<file path="src/rtl/servisia_pkg.sv">
// servisia_pkg: shared state encoding and port indices for the servisia SRAM arbiter.
package servisia_pkg;
    typedef enum logic [2:0] {ST_IDLE, ST_SETUP, ST_WRITE, ST_READ, ST_HOLD} sram_arb_state_e;
    localparam int PORT_CPU  = 0;
    localparam int PORT_LOAD = 1;
endpackage

</file>
<file path="src/rtl/servisia_rr_arb2.sv">
// servisia_rr_arb2: two-way round-robin grant; a tie goes to the port not served last.
module servisia_rr_arb2
    import servisia_pkg::*;
(
    input  logic       i_clk,
    input  logic       i_rst,
    input  logic [1:0] i_valid,
    input  logic       i_upd,
    output logic       o_gnt
);
    logic r_last;
    assign o_gnt = &i_valid ? ~r_last : i_valid[PORT_LOAD];
    always_ff @(posedge i_clk) begin
        if (i_rst) r_last <= 1'b1;
        else if (i_upd) r_last <= o_gnt;
    end
endmodule

</file>
<file path="src/rtl/servisia_sram_arb.sv">
// servisia_sram_arb: arbitrates two requesters onto one async SRAM and sequences
// registered CS_N/WE_N/OE_N strobes with setup, pulse and hold cycles.
module servisia_sram_arb
    import servisia_pkg::*;
#(
    parameter int ADDR_W    = 21,
    parameter int DATA_W    = 8,
    parameter int WE_CYCLES = 2,
    parameter int RD_CYCLES = 2
) (
    input  logic                   clk_i,
    input  logic                   rst_i,
    input  logic [1:0]             req_valid_i,
    output logic [1:0]             req_ready_o,
    input  logic [1:0]             req_we_i,
    input  logic [1:0][ADDR_W-1:0] req_addr_i,
    input  logic [1:0][DATA_W-1:0] req_wdata_i,
    output logic [1:0]             rsp_valid_o,
    output logic [DATA_W-1:0]      rsp_rdata_o,
    output logic                   sram_cs_n_o,
    output logic                   sram_we_n_o,
    output logic                   sram_oe_n_o,
    output logic [ADDR_W-1:0]      sram_addr_o,
    output logic [DATA_W-1:0]      sram_data_o,
    output logic                   sram_data_oe_o,
    input  logic [DATA_W-1:0]      sram_data_i
);
    localparam int CNT_MAX = WE_CYCLES > RD_CYCLES ? WE_CYCLES : RD_CYCLES;
    localparam int CW      = $clog2(CNT_MAX + 1);

    sram_arb_state_e   r_state, w_state_n;
    logic [CW-1:0]     r_cnt, w_cnt_n;
    logic              r_port, r_we, w_gnt, w_hs, w_we;
    logic              r_cs_n, r_we_n, r_oe_n, r_data_oe;
    logic [1:0]        w_ready, r_rsp_valid;
    logic [ADDR_W-1:0] r_addr;
    logic [DATA_W-1:0] r_wdata, r_rdata;

    servisia_rr_arb2 u_arb (
        .i_clk   (clk_i),
        .i_rst   (rst_i),
        .i_valid (req_valid_i),
        .i_upd   (w_hs),
        .o_gnt   (w_gnt)
    );

    assign w_ready = (r_state == ST_IDLE && !rst_i) ? {w_gnt, ~w_gnt} & req_valid_i : 2'b00;
    assign w_hs    = |w_ready;
    assign w_we    = w_hs ? req_we_i[w_gnt] : r_we;

    always_comb begin
        w_state_n = r_state;
        w_cnt_n   = r_cnt;
        case (r_state)
            ST_IDLE:  w_state_n = w_hs ? ST_SETUP : ST_IDLE;
            ST_SETUP: begin
                w_state_n = r_we ? ST_WRITE : ST_READ;
                w_cnt_n   = r_we ? CW'(WE_CYCLES - 1) : CW'(RD_CYCLES - 1);
            end
            ST_WRITE, ST_READ: begin
                w_state_n = r_cnt == '0 ? ST_HOLD : r_state;
                w_cnt_n   = r_cnt == '0 ? r_cnt : r_cnt - 1'b1;
            end
            default:  w_state_n = ST_IDLE;
        endcase
    end

    always_ff @(posedge clk_i) begin
        if (rst_i) begin
            r_state <= ST_IDLE;
            r_cnt   <= '0;
        end else begin
            r_state <= w_state_n;
            r_cnt   <= w_cnt_n;
        end
    end

    // Pad strobes are decoded from the next state so every pad sees a flop output.
    always_ff @(posedge clk_i) begin
        if (rst_i) begin
            r_cs_n      <= 1'b1;
            r_we_n      <= 1'b1;
            r_oe_n      <= 1'b1;
            r_data_oe   <= 1'b0;
            r_rsp_valid <= 2'b00;
            r_addr      <= '0;
            r_wdata     <= '0;
            r_rdata     <= '0;
            r_port      <= 1'b0;
            r_we        <= 1'b0;
        end else begin
            r_cs_n      <= w_state_n == ST_IDLE;
            r_we_n      <= w_state_n != ST_WRITE;
            r_oe_n      <= w_state_n != ST_READ;
            r_data_oe   <= w_state_n != ST_IDLE && w_we;
            r_rsp_valid <= (w_state_n == ST_HOLD && !r_we) ? {r_port, ~r_port} : 2'b00;
            if (w_hs) begin
                r_port  <= w_gnt;
                r_we    <= req_we_i[w_gnt];
                r_addr  <= req_addr_i[w_gnt];
                r_wdata <= req_wdata_i[w_gnt];
            end
            if (r_state == ST_READ && r_cnt == '0) r_rdata <= sram_data_i;
        end
    end

    assign req_ready_o    = w_ready;
    assign rsp_valid_o    = r_rsp_valid;
    assign rsp_rdata_o    = r_rdata;
    assign sram_cs_n_o    = r_cs_n;
    assign sram_we_n_o    = r_we_n;
    assign sram_oe_n_o    = r_oe_n;
    assign sram_addr_o    = r_addr;
    assign sram_data_o    = r_wdata;
    assign sram_data_oe_o = r_data_oe;
endmodule

</file>
<file path="config.mk">
export PLATFORM = sky130hd
export DESIGN_NAME = servisia_sram_arb
export DESIGN_NICKNAME = d
export VERILOG_FILES = /design/src/rtl/servisia_pkg.sv /design/src/rtl/servisia_rr_arb2.sv /design/src/rtl/servisia_sram_arb.sv
export SDC_FILE = /design/constraint.sdc
export NUM_CORES = 1
export LEC_CHECK = 0
export CAP_MARGIN = 20
export CORE_ASPECT_RATIO = 1.75
export CORE_MARGIN = 4
export CORE_UTILIZATION = 39
export CTS_CLUSTER_DIAMETER = 120
export DETAILED_ROUTE_END_ITERATION = 10
export GPL_TIMING_DRIVEN = 0
export PLACE_DENSITY = 0.8
export SETUP_SLACK_MARGIN = 0.5
export SYNTH_ARGS = -nofsm -noshare
export SYNTH_HDL_FRONTEND = slang
export SYNTH_SLANG_ARGS = --single-unit
</file>
<file path="constraint.sdc">
create_clock -name clk_i -period 1.9 [get_ports clk_i]
set_input_delay 0.38 -clock clk_i [delete_from_list [all_inputs] [get_ports clk_i]]
set_output_delay 0.38 -clock clk_i [all_outputs]
set_load 0.05 [all_outputs]
</file>
# == Word level (Yosys, flattened, before mapping) ==
# Cells that the tools add are included.
# totals
reg_bits,51
latch_bits,0
ram_bits,0
romBits,0
input_bits,72
wordCells,58
mem_count,0
# classes
addsub,1
multipliers,0
div_mod_pow,0
order_cmp,1
n_eq_ne,7
shifts,0
mux,15
bitwise_logic,5
reduce_logical,16
# op_table
operator,n
$mux 21,2
$mux 8,2
$pmux 3 s3,1
$eq 3x2->1 const B,2
$logic_not 3->1,2
$mux 1,6
$ne 3x2->1 const B,2
$reduce_or 2->1,3
$logic_and 1x1->1,4
$mux 2,2
$not 1->1,4
$pmux 2 s2,1
$reduce_and 2->1,2
$eq 3x1->1 const B,1
$eq 3x3->1 const B,1
$mux 3,1
$reduce_bool 3->1,1
$and 2x2->2,1
$logic_not 1->1,2
$logic_not 2->1,1
$lt 1x2->1 const B,1
$ne 2x2->1 const B,1
$reduce_bool 2->1,1
$sub 2x1->2 const B,1

# == Longest topological paths before layout ==
# Gate-level depths: netlist (run 1).
# logic_depth
ltp_word,12
depth_mapped,6

# == Modules after synthesis ==
# A second synthesis (run 1) with hierarchy kept.
# hier_totals
hier_cells,228
hier_area_um2,2368.5
# modules_own_cells
mod,n_inst,cells_each,area_per_inst_um2,seq_area_each_um2
servisia_sram_arb,1,224,2326.0,1001.0
servisia_rr_arb2,1,4,42.5,20.0

# == Worst setup path after synthesis (run 1) ==
# OpenSTA, ideal clock, no wires.
# synth_timing
path_kind,reg-to-output
start,reg r_state[1]
end,out req_ready_o[1]
arrival_time_ns,1.658
path_slack_ns,-0.138
stages_incl_launch_ff,5
path_buffers,2
cell_sequence,dfxtp_1 -> buf_2 -> nor4_4 -> buf_4 -> nor2b_1
# synth_between
elab_chain_cells,3
# synth_rtl
item,line,source
"start, declared",servisia_sram_arb.sv:31,"sram_arb_state_e r_state, w_state_n;"
"start signal, assigned",servisia_sram_arb.sv:73,r_state <= w_state_n;
$logic_not 3->1,servisia_sram_arb.sv:47,"assign w_ready = (r_state == ST_IDLE && !rst_i) ? {w_gnt, ~w_gnt} & req_valid_i : 2'b00;"
$logic_and 1x1->1,servisia_sram_arb.sv:47,
$mux 2,servisia_sram_arb.sv:47,
"end, declared",servisia_sram_arb.sv:14,"output logic [1:0] req_ready_o,"
# Every way passes these cells.

# == Final worst setup path (run 1) ==
# layout_timing
start,reg r_state[2]
end,out req_ready_o[1]
# Same word-level chain as after synthesis.

==> results_dict.tcl, run 1 <==
set metrics [dict create \
    p_leak_uw 0.001507 \
    powerDensity_mw_per_mm2 869.9 \
    clock_tree.root_cell "clkbuf_8" \
    dr.pass1.iters 4 \
    dp.cells 426 \
    antenna_left 0 \
    nFillCells 407 \
    layoutNonFillerInstCount 454 \
    setup_viol 0 \
    regArea_mm2 0.001027 \
    dieHeight_um 106.8 \
    clk_pin_slew_ns 0.09 \
    grt_pass1_wl_um 11820 \
    cts_made_buffers 5 \
    wirelength_um 7657 \
    fp.dieW_um 64.45 \
    syn-num-nets 309 \
    initial_core_util_pct 40.70 \
    crit_chain "nor4_4 -> buf_4 -> buf_6 -> nor2b_4 -> buf_8" \
    grt_max_degree 16 \
    grt_use_met1_pct 21.86 \
    placeableCoreArea_mm2 0.005343 \
    use_met2_pct 42.38 \
    drc_errors 0 \
    rsz0062_at_grt "true" \
    fin_total_pwr_uw 3378 \
    netlist_instances 236 \
    ys_types 35 \
    hold_slack_ns 0.3670 \
    io_buffer_count 116 \
    cts.path.max_buffers 2 \
    synthFlopType "dfxtp_1" \
    post-route-min-period_ns 1.860 \
    dp_hpwl_um 5328 \
    hold_path.class "primary input to register" \
    path_class "register to primary output" \
    place.gp.congestion 0.8056 \
    drv_cap 0 \
    clock_latency_ns 0.30 \
    crit_required_ns 1.52 \
    drive_above_1_share_pct 40.00 \
    busiest_layer "met2" \
    netlist.area_leader.share_pct 46.95 \
    met3_usage_pct 4.298 \
    nets 452 \
    slowest_delay_ns 0.34 \
    cp_max_fo 3 \
    rows 35 \
    slew_viol_final 0 \
    tightestPinTransition_ns 0.5029 \
    antenna_found_initial 0 \
    crit_slowest_cell "dfxtp_2" \
    cts_hold_buf 0 \
    synth_area_per_cell_um2 9.214 \
    synth_edf_count 0 \
    cp.arrival_ns 1.48 \
    hold_viol_final 0 \
    async_flop_share_pct 0 \
    synth_common_cells "dfxtp_1 (51), a21oi_1 (39), a211oi_1 (30), o32ai_1 (30), nand2_1 (21)" \
    cts.sinks 51 \
    cts_tree "yes" \
    syn-cell-area_mm2 0.002175 \
    max_freq_mhz 537.6 \
    worstSetupStartpointType "register" \
    area_growth_pct 78.60 \
    grt-ovfl-total 0 \
    viasPerCell 5.496 \
    wl_per_cell_um 16.87 \
    yosys-top-cells-area "dfxtp_1 (47%), o32ai_1 (12%), a211oi_1 (10%), a21oi_1 (9.0%), nand2_1 (3.6%)" \
    h-tree-depth 2 \
    grt_pass1_vias 2399 \
    grtUsageTotal_pct 21.93 \
    slew_headroom_pct 66.48 \
    ys_ff_latch 51 \
    synth_seq_area_share_pct 46.95 \
    status "finished, final reports clean" \
    synth.largest_area_cell "dfxtp_1" \
    synth_most_common_cell "dfxtp_1" \
    finalCritPeriodShare_pct 97.90 \
    vias 2495 \
    fin_skew_ns 0.005405 \
    vdd_ir_drop_max_v 0.0006113 \
    die_area_mm2 0.006881 \
    cp-end-kind "primary output" \
    multiInputGateArea_mm2 0.001294 \
    drt_iter0_drc 86 \
    num_io_pins 117 \
    yosys_warnings 0 \
    antenna_cells 0 \
]
-- worst paths after layout --
path,start,endpoint,slack [ns],cells past startpoint
setup / recovery,r_state[2],req_ready_o[1],0.04,5
hold reg to reg,rsp_rdata_o[5],rsp_rdata_o[5],0.45,2
hold / removal,rst_i,r_state[1],0.37,2
setup reg to reg,r_state[2],u_arb.r_last,0.36,7
-- layer usage --
| metal | vias up | part of all wire (%) |
|---|---|---|
| met3 | 15 | 4.6 |
| met1 | 1196 | 36 |
| met4 | 0 | 2.8 |
| met5 | - | 0 |
| li1 | 1201 | - |
| met2 | 83 | 57 |
-- state kept, by name, indices dropped and copies added, names as in the netlist --
name / flops
r_cnt: 2
r_port: 1
r_state: 3
r_we: 1
rsp_rdata_o: 8
rsp_valid_o: 2
sram_addr_o: 21
sram_cs_n_o: 1
sram_data_o: 8
sram_data_oe_o: 1
sram_oe_n_o: 1
sram_we_n_o: 1
u_arb.r_last: 1
-- final cells by class --
cell class / instances / share of cell area (%)
inverters: 3 / 0.2899
well taps: 74 / 2.384
repair buffers: 136 / 29.96
clock buffers: 6 / 1.869
multi-input cells: 154 / 33.31
flip-flops and latches: 51 / 26.45
plain buffers: 28 / 5.412
clock inverters: 2 / 0.3222
-- critical path, delay by kind of cell (launching register included) --
kind | cells | cell delay [ns]
buffers and inverters | 3 | 0.43
DFF | 1 | 0.34
and+or+nand+nor | 2 | 0.41
-- repair_timing --
item / in CTS / in global routing
buffers inserted: 13 / 3
gates cloned: 3 / 1
pin swaps: 33 / 12
setup endpoints to repair: 93 / 66
resized for setup: 278 / 65
endpoints found under the hold margin: 0 / 0
-- power by group --
| group | leakage (uW) | switching [uW] | internal [uW] |
|---|---|---|---|
| Combinational | 0.00105 | 878 | 630 |
| Sequential | 0.000420 | 68.8 | 1190 |
| Clock | 0.0000412 | 349 | 258 |
-- cells in the final DEF (no fill, tap or decap), types with 2 or more instances in the layout --
| cell | n |
|---|---|
| clkbuf_8 | 5 |
| nor2_1 | 3 |
| dfxtp_1 | 48 |
| o32ai_2 | 3 |
| clkbuf_4 | 2 |
| nand2_1 | 20 |
| clkbuf_2 | 11 |
| o32ai_1 | 27 |
| a21oi_2 | 4 |
| dlygate4sd2_1 | 2 |
| buf_8 | 4 |
| a211oi_2 | 30 |
| a21oi_1 | 34 |
| inv_1 | 3 |
| dfxtp_2 | 2 |
| and2_1 | 2 |
| nor3_1 | 3 |
| nor2b_1 | 3 |
| buf_6 | 16 |
| buf_2 | 46 |
| buf_4 | 9 |
| clkbuf_1 | 4 |
| clkdlybuf4s50_1 | 68 |
-- stage by stage --
step	worst slack, ns	cell area [um^2]	setup TNS (ns)	util [%]
final	0.03994	3884	0	72.69
after global routing	-0.02218	3884	-0.03997	72.69
after CTS	-0.02803	3779	-0.05543	70.73
after detailed placement	-1.018	3442	-10.34	64.43
after global placement	-1.015	3442	-8.524	64.43
after floorplan	0.3405	2188	0	-
-- logic make-up after synthesis --
kind of cell,after synthesis,share of synthesized area (%)
adders and majority gates,1,0.5753
DFF,51,46.95
buffers and inverters,31,5.984
muxes,2,0.9781
and+or+nand+nor,42,10.24
AOI/OAI and AO/OA,109,35.27
Power figures use the tool's default switching activity.
==> run 2: changes to the inputs <==
--- a/constraint.sdc
+++ b/constraint.sdc
@@ -3,2 +3,2 @@
 set_output_delay 0.38 -clock clk_i [all_outputs]
-set_load 0.05 [all_outputs]
+set_load 0.1 [all_outputs]
==> run 2 against run 1 <==
The run now ends with negative setup slack left. Critical endpoint is now req_ready_o[0]. Largest power group unchanged. Largest cell class unchanged. Non-clock buffer count grew 2. Critical path type unchanged. Die area unchanged. Cell area increased by 8.1%. Combinational power increased by 41%.
==> results_dict.tcl, run 2 (synthesis results as in run 1) <==
set metrics [dict create \
    place.gp.congestion 0.7443 \
    grt_pass1_wl_um 11500 \
    setup_viol 2 \
    fin_total_pwr_uw 4060 \
    slew_headroom_pct 66.77 \
    fin_ws_ns -0.1137 \
    rows 35 \
    hold_slack_ns 0.4567 \
    hold_viol_final 0 \
    max_freq_mhz 496.6 \
    mostFrequentLayoutCells "clkdlybuf4s50_1 (68), buf_4 (51), dfxtp_1 (50)" \
    pwr-share-comb_pct 52.5 \
    io_buffer_count 116 \
    slew_viol_final 0 \
    grt_pass1_vias 2443 \
    p_sw_share_pct 43.72 \
    grt_max_degree 15 \
    dr.pass1.iters 4 \
    area_growth_pct 93.10 \
    seqPwrFrac_pct 31.9 \
    nets 454 \
    cp-end-kind "primary output" \
    crit_required_ns 1.52 \
    fin_skew_ns 0.008103 \
    hold_path.class "register to register" \
    grt-ovfl-total 0 \
    cp_max_fo 3 \
    worstSetupStartpointType "register" \
    cts_made_buffers 5 \
    cts.sinks 51 \
    h-tree-depth 2 \
    antenna_found_initial 0 \
    viasPerCell 5.721 \
    antenna_cells 0 \
    path_class "register to primary output" \
    cts_tree "yes" \
    tightestPinTransition_ns 0.4985 \
    clock_tree.root_cell "clkbuf_8" \
    cts_hold_buf 0 \
    clockPowerShare_pct 15.7 \
    cp.arrival_ns 1.63 \
    fp.dieW_um 64.45 \
    drc_errors 0 \
    p_int_uw 2285 \
    vias 2603 \
    drive_above_1_share_pct 39.90 \
    powerDensity_mw_per_mm2 966.8 \
    placeableCoreArea_mm2 0.005343 \
    final_common_cell "clkdlybuf4s50_1" \
    p_switching_uw 1775 \
    largest_register_ffs 21 \
    cts.path.max_buffers 2 \
    clk_pin_slew_ns 0.09 \
    drt_iter0_drc 73 \
    antenna_left 0 \
    post-route-min-period_ns 2.014 \
    violations "negative setup slack" \
    wirelength_um 8732 \
    drv_cap 0 \
    p_leak_uw 0.001596 \
    rsz0062_at_grt "true" \
    die_area_mm2 0.006881 \
    num_io_pins 117 \
    clock_latency_ns 0.30 \
    initial_core_util_pct 40.70 \
    dp_hpwl_um 5143 \
    vdd_ir_drop_max_v 0.0007987 \
    dieHeight_um 106.8 \
    status "finished with violations" \
    grtUsageTotal_pct 21.09 \
    finalCritPeriodShare_pct 106.0 \
    wl_per_cell_um 19.19 \
]
run 2: cell types whose count changed in the layout (fill, tap and decap cells not counted), sizes merged:
cell / before / now
clkbuf: 23 / 26
dlygate4sd2: 2 / 3
clkinvlp: 1 / 0
clkdlybuf4s15: 1 / 0
buf: 76 / 75
run 2: worst max-delay path, stage by stage (launching register included):
cell,delay [ns]
dfxtp_2,0.33
buf_6,0.12
nor4_4,0.37
buf_6,0.15
and3_4,0.19
buf_12,0.17
run 2: power groups by stage:
stage          clock network [uW]  registers [uW]  logic (uW)
2_1_floorplan                   0            2010         428
3_3_place_gp                    0            1280        1610
3_5_place_dp                    0            1280        1630
4_1_cts                       635            1270        1870
5_1_grt                       678            1310        2210
6_report                      636            1290        2130
run 2: timing repair:
action                     in CTS  in global routing
hold endpoints to repair        0                  0
buffers inserted                8                  7
pin swaps                      25                  5
setup endpoints to repair      93                 51
cloned                          4                  3
resized for setup             367                 38
run 2: final timing paths:
kind / cells after the start / from / slack, ns / endpoint
max reg2reg: 8 / r_state[1] / 0.22 / sram_data_o[0]
min reg2reg: 2 / rsp_rdata_o[3] / 0.46 / rsp_rdata_o[3]
max: 5 / r_state[1] / -0.11 / req_ready_o[0]
min: 2 / rsp_rdata_o[3] / 0.46 / rsp_rdata_o[3]
run 2: routing by layer:
layer / routed length, um / up-vias / GRT usage [%]
met2: 4814 / 127 / 42.75
li1: - / 1200 / -
met5: 0 / - / 0
met1: 3157 / 1250 / 20.37
met4: 257 / 0 / 6.959
met3: 501 / 26 / 3.983
run 2: layout make-up:
| class | instances | area, um^2 |
|---|---|---|
| clock inverters | 1 | 5.005 |
| multi-input cells | 154 | 1344 |
| flip-flops and latches | 51 | 1022 |
| fillers | 338 | 1144 |
| well taps | 74 | 92.59 |
| repair buffers | 138 | 1378 |
| inverters | 3 | 11.26 |
| clock buffers | 6 | 82.58 |
| plain buffers | 28 | 264.0 |
run 2: stage by stage:
stage	TNS [ns]	cell area (um^2)	setup slack (ns)	utilization, %	cells
floorplan	0	2188	0.1316	-	236
global placement	-10.05	3442	-1.352	64.43	426
detailed placement	-11.61	3442	-1.362	64.43	426
CTS	-0.1573	3870	-0.08093	72.44	445
global route	-0.3458	4199	-0.1730	78.59	455
finish	-0.2166	4199	-0.1137	78.59	455
==> run 3: changes to the inputs <==
Settings changed: CORE_UTILIZATION 39 to 26, PLACE_DENSITY 0.8 to 0.57.
==> run 3 against run 2 <==
The run still ends with negative setup slack left. Register-to-register slack about the same. Setup slack worse by 0.011 ns. Count of clock-buffer cells in the layout unchanged. Cell count up 2.4%. Critical path depth unchanged. Largest power group unchanged.
==> results_dict.tcl, run 3 (synthesis results as in run 1) <==
set metrics [dict create \
    layoutNonFillerInstCount 466 \
    status "finished with violations" \
    antenna_left 0 \
    post-route-min-period_ns 2.024 \
    max_freq_mhz 494.0 \
    grtUsageTotal_pct 15.36 \
    cp.arrival_ns 1.64 \
    clk_pin_slew_ns 0.06 \
    violations "negative setup slack" \
    hold_slack_ns 0.4559 \
    setup_viol 2 \
    drive_above_1_share_pct 35.64 \
    vias 2428 \
    cp_max_fo 4 \
    area_growth_pct 87.74 \
    clock_latency_ns 0.29 \
    dp_hpwl_um 5746 \
    rsz0062_at_grt "true" \
    startpoint "r_state[1]" \
    tightestPinTransition_ns 0.5225 \
    mostFrequentLayoutCells "clkdlybuf4s50_1 (68), dfxtp_1 (50), buf_4 (47)" \
    rr_startpoint "r_state[1]" \
    met3_usage_pct 3.221 \
    cp-end-kind "primary output" \
    h-tree-depth 2 \
    fp.dieW_um 77.13 \
    largest_register_ffs 21 \
    worstSetupStartpointType "register" \
    p_leak_uw 0.001546 \
    slew_viol_final 0 \
    hold_viol_final 0 \
    vdd_ir_drop_max_v 0.0005329 \
    dp.cells 442 \
    dp_slack_ns -1.445 \
    fin_ws_ns -0.1242 \
    dr.pass1.iters 4 \
    nets 448 \
    placeableCoreArea_mm2 0.008016 \
    rows 43 \
    cts_made_buffers 5 \
    place.gp.congestion 0.7297 \
    clock_tree.root_cell "clkbuf_16" \
    cts.path.max_buffers 2 \
    slew_headroom_pct 65.17 \
    min_from "rsp_rdata_o[5]" \
    use_met2_pct 29.90 \
    drc_errors 0 \
    viasPerCell 5.210 \
    final_common_cell "clkdlybuf4s50_1" \
    cts_hold_buf 0 \
    finalCritPeriodShare_pct 106.5 \
    cts.sinks 51 \
    dieHeight_um 129.0 \
    busiest_layer "met2" \
    grt_pass1_vias 2399 \
    drv_cap 0 \
    wirelength_um 8262 \
    antenna_found_initial 0 \
    grt_pass1_wl_um 12260 \
    cts_tree "yes" \
    die_area_mm2 0.009948 \
    wl_per_cell_um 17.73 \
    crit_required_ns 1.52 \
    grt_use_met1_pct 16.29 \
    io_buffer_count 116 \
    hold_path.class "register to register" \
    grt-ovfl-total 0 \
    tns_ns -0.2377 \
    fin_skew_ns 0.005869 \
    antenna_cells 0 \
    drt_iter0_drc 105 \
    grt_max_degree 16 \
    num_io_pins 117 \
    path_class "register to primary output" \
    powerDensity_mw_per_mm2 1048 \
    initial_core_util_pct 27.13 \
    final_core_util_pct 50.93 \
]
-- run 3: cell types whose count changed in the layout (fill, tap and decap cells not counted), sizes merged --
cell / change
dlygate4sd2: -1
bufinv: +1
buf: -7
clkbuf: +1
clkdlybuf4s15: +1
-- run 3: final timing paths --
path,slack (ns),end,cells after the start
min reg2reg,0.46,rsp_rdata_o[5],2
max,-0.12,req_ready_o[1],5
min,0.46,rsp_rdata_o[5],2
max reg2reg,0.23,u_arb.r_last,7
-- run 3: layer usage --
layer | share of wire, % | up-vias | routed length [um]
met4 | 2.1 | 0 | 170
met2 | 57 | 72 | 4676
met5 | 0 | - | 0
li1 | - | 1188 | -
met3 | 4.9 | 14 | 403
met1 | 36 | 1154 | 3011
-- run 3: worst max-delay path, stage by stage (launching register included) --
cell,delay (ns)
dfxtp_2,0.32
buf_6,0.11
nor4_4,0.40
buf_6,0.16
nor2b_4,0.18
buf_12,0.19
-- run 3: area by class of cell --
| class | count | area, um^2 |
|---|---|---|
| fillers | 793 | 3934 |
| repair buffers | 132 | 1300 |
| multi-input cells | 154 | 1249 |
| flip-flops and latches | 51 | 1022 |
| plain buffers | 28 | 214.0 |
| clock buffers | 6 | 138.9 |
| well taps | 90 | 112.6 |
| clock inverters | 2 | 35.03 |
| inverters | 3 | 11.26 |
-- run 3: repair_timing --
item,4_1_cts,5_1_grt
pin swaps,2,6
endpoints found under the hold margin,0,0
resized for setup,321,48
buffers inserted,4,8
endpoints found under the setup margin,93,53
gates cloned,0,4
-- run 3: where the power goes --
group          leakage (uW)  total, uW  switching [uW]  internal [uW]
clock network     0.0000868       1050             396            655
registers          0.000419       1270            72.7           1190
logic               0.00104       1960            1260            697
-- run 3: metrics by stage --
stage / cell area (um^2) / total power (uW)
final: 4083 / 4278
after global routing: 4083 / 4426
after CTS: 3714 / 4031
after detailed placement: 3462 / 2925
after global placement: 3462 / 2914
after floorplan: 2188 / 2436
